File: config.mk
export PLATFORM = sky130hd
export DESIGN_NAME = prime_sequencer
export DESIGN_NICKNAME = d
export VERILOG_FILES = /design/src/rtl/prime_sequencer.sv
export SDC_FILE = /design/constraint.sdc
export NUM_CORES = 1
export LEC_CHECK = 0
export ABC_AREA = 1
export BUFFER_PORTS_ARGS = -buffer_cell sky130_fd_sc_hd__buf_2
export CORE_ASPECT_RATIO = 0.5
export CORE_MARGIN = 3
export CORE_UTILIZATION = 50
export DETAILED_ROUTE_END_ITERATION = 10
export PLACE_DENSITY = 0.67
export REMOVE_ABC_BUFFERS = 1
export SETUP_SLACK_MARGIN = 0.1
export SYNTH_ARGS = -nofsm -noshare
export SYNTH_HDL_FRONTEND = slang
export SYNTH_SLANG_ARGS = --single-unit
File: constraint.sdc
create_clock -name clk -period 4.02 [get_ports clk]
set_input_delay 0.603 -clock clk [delete_from_list [all_inputs] [get_ports clk]]
set_output_delay 0.603 -clock clk [all_outputs]
set_load 0.01 [all_outputs]
File: src/rtl/prime_sequencer.sv
// Sweeps candidates 2 .. 2^WIDTH-1, tests each by trial division with repeated
// subtraction, and streams every prime out over a valid/ready handshake.
module prime_sequencer #(
    parameter int unsigned WIDTH = 5
) (
    input  logic             clk,
    input  logic             rst_n,
    input  logic             start,
    input  logic             ready,
    output logic [WIDTH-1:0] prime,
    output logic             valid,
    output logic             busy,
    output logic             done,
    output logic [WIDTH-1:0] count
);

    localparam logic [WIDTH-1:0] CAND_MAX = '1;

    typedef enum logic [2:0] {
        IDLE  = 3'd0,
        NEXT  = 3'd1,
        CHECK = 3'd2,
        MOD   = 3'd3,
        EMIT  = 3'd4,
        DONE  = 3'd5
    } state_t;

    state_t           state_q, state_d;
    logic [WIDTH-1:0] cand_q, cand_d;
    logic [WIDTH-1:0] div_q, div_d;
    logic [WIDTH-1:0] rem_q, rem_d;
    logic [WIDTH-1:0] prime_d, count_d;
    logic             valid_d, busy_d, done_d;

    // State register plus datapath and registered outputs
    always_ff @(posedge clk) begin
        if (!rst_n) begin
            state_q <= IDLE;
            cand_q  <= '0;
            div_q   <= '0;
            rem_q   <= '0;
            prime   <= '0;
            count   <= '0;
            valid   <= 1'b0;
            busy    <= 1'b0;
            done    <= 1'b0;
        end else begin
            state_q <= state_d;
            cand_q  <= cand_d;
            div_q   <= div_d;
            rem_q   <= rem_d;
            prime   <= prime_d;
            count   <= count_d;
            valid   <= valid_d;
            busy    <= busy_d;
            done    <= done_d;
        end
    end

    // Next-state logic
    always_comb begin
        state_d = state_q;
        case (state_q)
            IDLE:  if (start) state_d = NEXT;
            NEXT:  state_d = (cand_q == CAND_MAX) ? DONE : CHECK;
            CHECK: state_d = (div_q == cand_q) ? EMIT : MOD;
            MOD: begin
                if (rem_q >= div_q) begin
                    state_d = MOD;
                end else if (rem_q == '0) begin
                    state_d = NEXT;
                end else begin
                    state_d = CHECK;
                end
            end
            EMIT:  if (ready) state_d = (cand_q == CAND_MAX) ? DONE : NEXT;
            DONE:  state_d = IDLE;
            default: state_d = IDLE;
        endcase
    end

    // Datapath updates; status flags track the state being entered
    always_comb begin
        cand_d  = cand_q;
        div_d   = div_q;
        rem_d   = rem_q;
        prime_d = prime;
        count_d = count;
        case (state_q)
            IDLE: begin
                if (start) begin
                    cand_d  = WIDTH'(1);
                    count_d = '0;
                end
            end
            NEXT: begin
                if (cand_q != CAND_MAX) begin
                    cand_d = cand_q + WIDTH'(1);
                    div_d  = WIDTH'(2);
                end
            end
            CHECK: begin
                if (div_q == cand_q) begin
                    prime_d = cand_q;
                end else begin
                    rem_d = cand_q;
                end
            end
            MOD: begin
                if (rem_q >= div_q) begin
                    rem_d = rem_q - div_q;
                end else if (rem_q != '0) begin
                    div_d = div_q + WIDTH'(1);
                end
            end
            EMIT: begin
                if (ready) count_d = count + WIDTH'(1);
            end
            default: ;
        endcase
        valid_d = (state_d == EMIT);
        busy_d  = (state_d != IDLE);
        done_d  = (state_d == DONE);
    end

endmodule

* After elaboration in Yosys (flattened, before gate mapping)
Cells that the tools add are included.
** Word-level totals
- Word-level logic and storage cells :: 64
- Register bits :: 31
- Input bits :: 4
- Output and inout port bits :: 13
** Cells by class
- Add/subtract/negate cells :: 4
- Equality and inequality tests :: 16
- Magnitude comparators :: 1
- Mux-type cells :: 21
- Reductions and logical operators :: 13
** Operator list (number)
- $mux 5 :: 9
- $pmux 5 s2 :: 4
- $add 5x1->5 const B :: 3
- $mux 3 :: 5
- $pmux 3 s5 :: 1
- $ne 2x2->1 const B :: 7
- $eq 3x3->1 const B :: 3
- $reduce_and 3->1 :: 3
- $reduce_bool 2->1 :: 4
- $eq 3x2->1 const B :: 2
- $eq 5x5->1 :: 1
- $eq 5x5->1 const B :: 1
- $ge 5x5->1 :: 1
- $logic_not 5->1 :: 1
- $ne 5x5->1 const B :: 1
- $reduce_bool 5->1 :: 1
- $sub 5x5->5 :: 1
- $mux 2 :: 2
- $reduce_and 4->1 :: 1
- $eq 3x1->1 const B :: 1
- $logic_not 3->1 :: 1
- $reduce_bool 3->1 :: 1
- $reduce_and 2->1 :: 1

* Longest topological paths before layout
- Depth after elaboration :: 5
- Depth in mapped cells :: 13
- Depth with buffers taken out :: 13

* Worst setup path before layout
OpenSTA, ideal clock, no wires.
- Path kind :: register -> register
- Start point :: reg div_q[2]
- End point :: reg rem_q[0]
- Data arrival time :: 1562 ps
- Data required time :: 3909 ps
- Clock period less this slack :: 1674 ps
- Library setup time :: 111 ps
- Slack :: 2346 ps
- Path buffers :: 1
- Cell stages (with the launch flop) :: 11
- Cell sequence :: dfxtp_1 > inv_2 > ha_1 > or2_1 > nand3b_1 > nand2_1 > nand2_4 > buf_6 > nand3_1 > nand2_1 > nor2_1
** Between the ends
- Cells in the longest elaborated chain, start to end :: 3
- Elaborated cells between the ends (all ways) :: 5
- Classes of those cells :: order compare: 1; eq/ne: 3; reduce/logical: 1
** Ends and longest elaborated chain
- start: declaration :: RTL line 30 : logic [WIDTH-1:0] div_q, div_d;
- start signal: assignment :: RTL line 50 : div_q <= div_d;
- $ge 5x5->1 or $eq 5x5->1 (tied branches) :: RTL line 110, 103
- $ne 2x2->1 (no line)
- $reduce_and 3->1 (no line) *
- end signal: assignment :: RTL line 51 : rem_q <= rem_d;
- end: declaration :: RTL line 31 : logic [WIDTH-1:0] rem_q, rem_d;
Every way passes the cells marked *; elsewhere a longest branch is shown, timed or not.
A chain may end at the register's enable or synchronous reset.

* Worst setup path in the final report
- Start point :: reg div_q[2]
- End point :: reg state_q[1]
** Between the ends
- Cells in the longest elaborated chain, start to end :: 3
- Elaborated cells between the ends (all ways) :: 5
- Classes of those cells :: order compare: 1; eq/ne: 1; mux: 3
** Ends and longest elaborated chain
- $ge 5x5->1 or $eq 5x5->1 (tied branches) :: RTL line 68, 66
- $mux 2 or $mux 3 (tied branches) :: RTL line 68, 66
- $pmux 3 s5 * :: RTL line 63 : case (state_q)
- end signal: assignment :: RTL line 48 : state_q <= state_d;
- end: declaration :: RTL line 28 : state_t state_q, state_d;
Marked as above.

==> flow_summary_export.csv <==
group,metric,value,unit
pwr,p_seq_share,37.9,%
detailed_routing,routed_wl,3920,um
global_routing,grt_antenna_before_repair,0,
critical_path,start_kind,"register",
synthesis,synth_area_leader_cell,"dfxtp_1",
critical_path,critPathKind,"register to register",
floorplan,num_io_pins,17,
place,portBuffers,16,
floorplan,rows,14,
timing,finalCriticalPeriod,1.91,ns
synthesis,synthMuxAreaShare,0,%
detailed_routing,drt-initial-drc-count,86,
global_routing,grtUsageMet1,26.7,%
critical_path,cp_max_fo,14,
layout,fin_nets,286,
critical_path,crit_arrival,2.10,ns
detailed_routing,dr.pass1.iters,5,
clock_tree,cts_resized,0,
synthesis,ys_seq_area_share,35.4,%
timing,drv_slew,0,
layout,insertedDiodeCount,0,
run,cap_violations,0,
synthesis,synth.area.top_cells,"dfxtp_1, nand2_1, nor2_1",
hold_path,min_from,"prime[3]",
floorplan,coreArea,3170,um2
pwr,power_switching,0.345,mW
place,hpwl,2970,um
floorplan,initial_core_util,55.4,%
synthesis,synth-edff-count,0,
critical_path,ff2ff_path_depth,9,
detailed_routing,vias,1626,
timing,setup_violations,0,
status,outcome,"completed",
global_routing,grt_pass1_vias,1305,
detailed_routing,wl_per_cell,12.2,um
synthesis,synth-compound-area-share,8.98,%
timing,hold_violations,0,
synthesis,synth_xor_area_share,2.49,%
floorplan,die_h,47.9,um
critical_path,startpoint,"div_q[2]",
critical_path,cp-end-kind,"register",
timing,tns,0,ns
layout,drive_gt1_share,15.0,%
global_routing,grt_use_met3,5.97,%
synthesis,async_flop_share,0,%
pwr,combPwrFrac,29.9,%
pwr,power_frac_clock,32.2,%
synthesis,syn_inst,252,
timing,max_freq,523,MHz
synthesis,synth_common_cells,"nand2_1, nor2_1, dfxtp_1",
synthesis,ys.warnings.count,0,
floorplan,dieWidth,89.8,um
critical_path,slowest_delay,0.46,ns
pwr,power,0.998,mW
layout,fin_util,62.8,%
hold_path,holdCritPathClass,"register to register",
detailed_routing,routed_via_density,5.07,
critical_path,cp_common_cell,"nand2_4",
synthesis,yosys.area_share.simple,38.0,%
clock_tree,clk_latency,0.29,ns
clock_tree,h-tree-depth,2,
clock_tree,cts_setup_buffers,0,
synthesis,synthAdderAreaFrac,7.56,%
place,dp.cells,313,
clock_tree,clk_pin_slew,0.07,ns
clock_tree,root_buffer,"clkbuf_8",
synthesis,synth_most_common_cell,"nand2_1",
synthesis,yosys.area.top_type_share,35.4,%
critical_path,slowest_stage,"dfxtp_1",
timing,finalCritPeriodShare,47.6,%
clock_tree,cts_tree,"built",
pwr,power_leakage,0.930,nW
synthesis,ys_ff_latch,31,
global_routing,grt_max_degree,19,
timing,maxSlewHeadroom,73.6,%
pwr,sw_frac_of_total,34.6,%
timing,tightestPinTransition,0.395,ns
synthesis,synth_top_family_by_area,"simple AND/OR/NAND/NOR gates",
timing,skew,0.00313,ns
global_routing,grt.overflow.total,0,
pwr,power_density,501,nW/um2
synthesis,ys_types,31,
global_routing,busiest_layer,"met2",
pwr,p_int,0.653,mW
clock_tree,cts-buffers-inserted,5,
critical_path,worstPathCellList,"inv_2 -> ha_1 -> or2_1 -> nand3b_1 -> nand2_1 -> nand2_4 -> nand2_4 -> o21ai_0 -> inv_1",
detailed_routing,drc,0,
timing,rsz0062_at_grt,"false",
clock_tree,clockBufferDepth,2,
global_routing,met2_usage,28.7,%
critical_path,regToRegStartpoint,"div_q[2]",
critical_path,required,4.20,ns
global_routing,grt_pass1_wl,6310,um
synthesis,syn_area_per_cell,6.97,um2
synthesis,synth_ff_type,"dfxtp_1",
place,gp_congestion,0.903,
global_routing,grt_use_total,19.3,%
floorplan,dieArea,4300,um2
synthesis,syn-cell-area,1760,um2
layout,final_cells,321,
clock_tree,clock-sinks,31,
layout,area_growth,13.4,%
hold_path,hold_depth,2,
pwr,ir_worst_vdd,0.213,mV
detailed_routing,ant_nets,0,
clock_tree,hold_buffers,0,
[power groups by stage]
| stage | clock network, mW | logic [mW] | registers (mW) |
|---|---|---|---|
| finish | 0.322 | 0.298 | 0.378 |
| global route | 0.342 | 0.341 | 0.384 |
| CTS | 0.329 | 0.299 | 0.378 |
| detailed placement | 0 | 0.296 | 0.385 |
| global placement | 0 | 0.295 | 0.382 |
| floorplan | 0 | 0.220 | 0.387 |
[final cells by class]
class                   count  area, um2
clock buffers               6       82.6
well taps                  48       60.1
inverters                  28        111
fillers                   296       1180
flip-flops and latches     31        621
clock inverters             2       35.0
repair buffers             16       80.1
multi-input cells         190       1000
[cells by family (layout without fill, tap and decap cells)]
group | Yosys count | count (layout)
XOR/XNOR | 5 | 5
buffers and inverters | 31 | 52
flip-flops | 31 | 31
AO/OA/AOI/OAI | 30 | 30
adder cells (fa/ha/maj) | 10 | 10
AND/OR/NAND/NOR | 145 | 145
[layer usage]
| metal | wire length [um] | vias to the layer above | share of wire, % |
|---|---|---|---|
| met5 | 0 | - | 0 |
| met2 | 1500 | 43 | 38 |
| met1 | 2120 | 716 | 54 |
| met3 | 258 | 7 | 6.6 |
| li1 | - | 860 | - |
| met4 | 34 | 0 | 0.87 |
[state kept, by name, indices dropped and copies added, names as in the netlist]
signal,count
div_q,5
valid,1
done,1
prime,5
busy,1
rem_q,5
state_q,3
count,5
cand_q,5
[stage by stage]
step / hold slack (ns) / setup slack [ns] / instance area, um2
3_5_place_dp: 0.469 / 2.15 / 1870
3_3_place_gp: 0.457 / 2.17 / 1870
6_report: 0.478 / 2.11 / 1990
2_1_floorplan: 0.477 / 2.35 / 1730
4_1_cts: 0.486 / 2.13 / 1990
5_1_grt: 0.507 / 1.93 / 1990
[final timing paths]
path                      to  slack [ns]
setup reg to reg  state_q[1]        2.11
hold / removal      prime[3]        0.48
setup / recovery  state_q[1]        2.11
hold reg to reg     prime[3]        0.48
[worst max-delay path: cells and delay by family, from the launching register on]
| family | cells | cell delay (ns) |
|---|---|---|
| AOI/OAI and AO/OA | 1 | 0.17 |
| adders and majority gates | 1 | 0.35 |
| buffers and inverters | 2 | 0.13 |
| DFF | 1 | 0.46 |
| and+or+nand+nor | 5 | 0.68 |
[cell usage in the layout, fill, tap and decap left out, drive strengths merged]
cell	synthesis	final
xor2	3	3
nand3b	4	4
nand4	3	3
or2	4	4
and3	1	1
bufinv	0	1
clkbuf	1	6
clkinv	2	3
dfxtp	31	31
nor2	43	43
o22ai	1	1
a21o	1	1
o21ai	11	11
nor3	7	7
nand3	25	25
xnor2	2	2
fa	1	1
ha	9	9
nand2	58	58
a21oi	17	17
inv	26	26
buf	2	16
No activity file was read; power rests on OpenSTA's default activity.
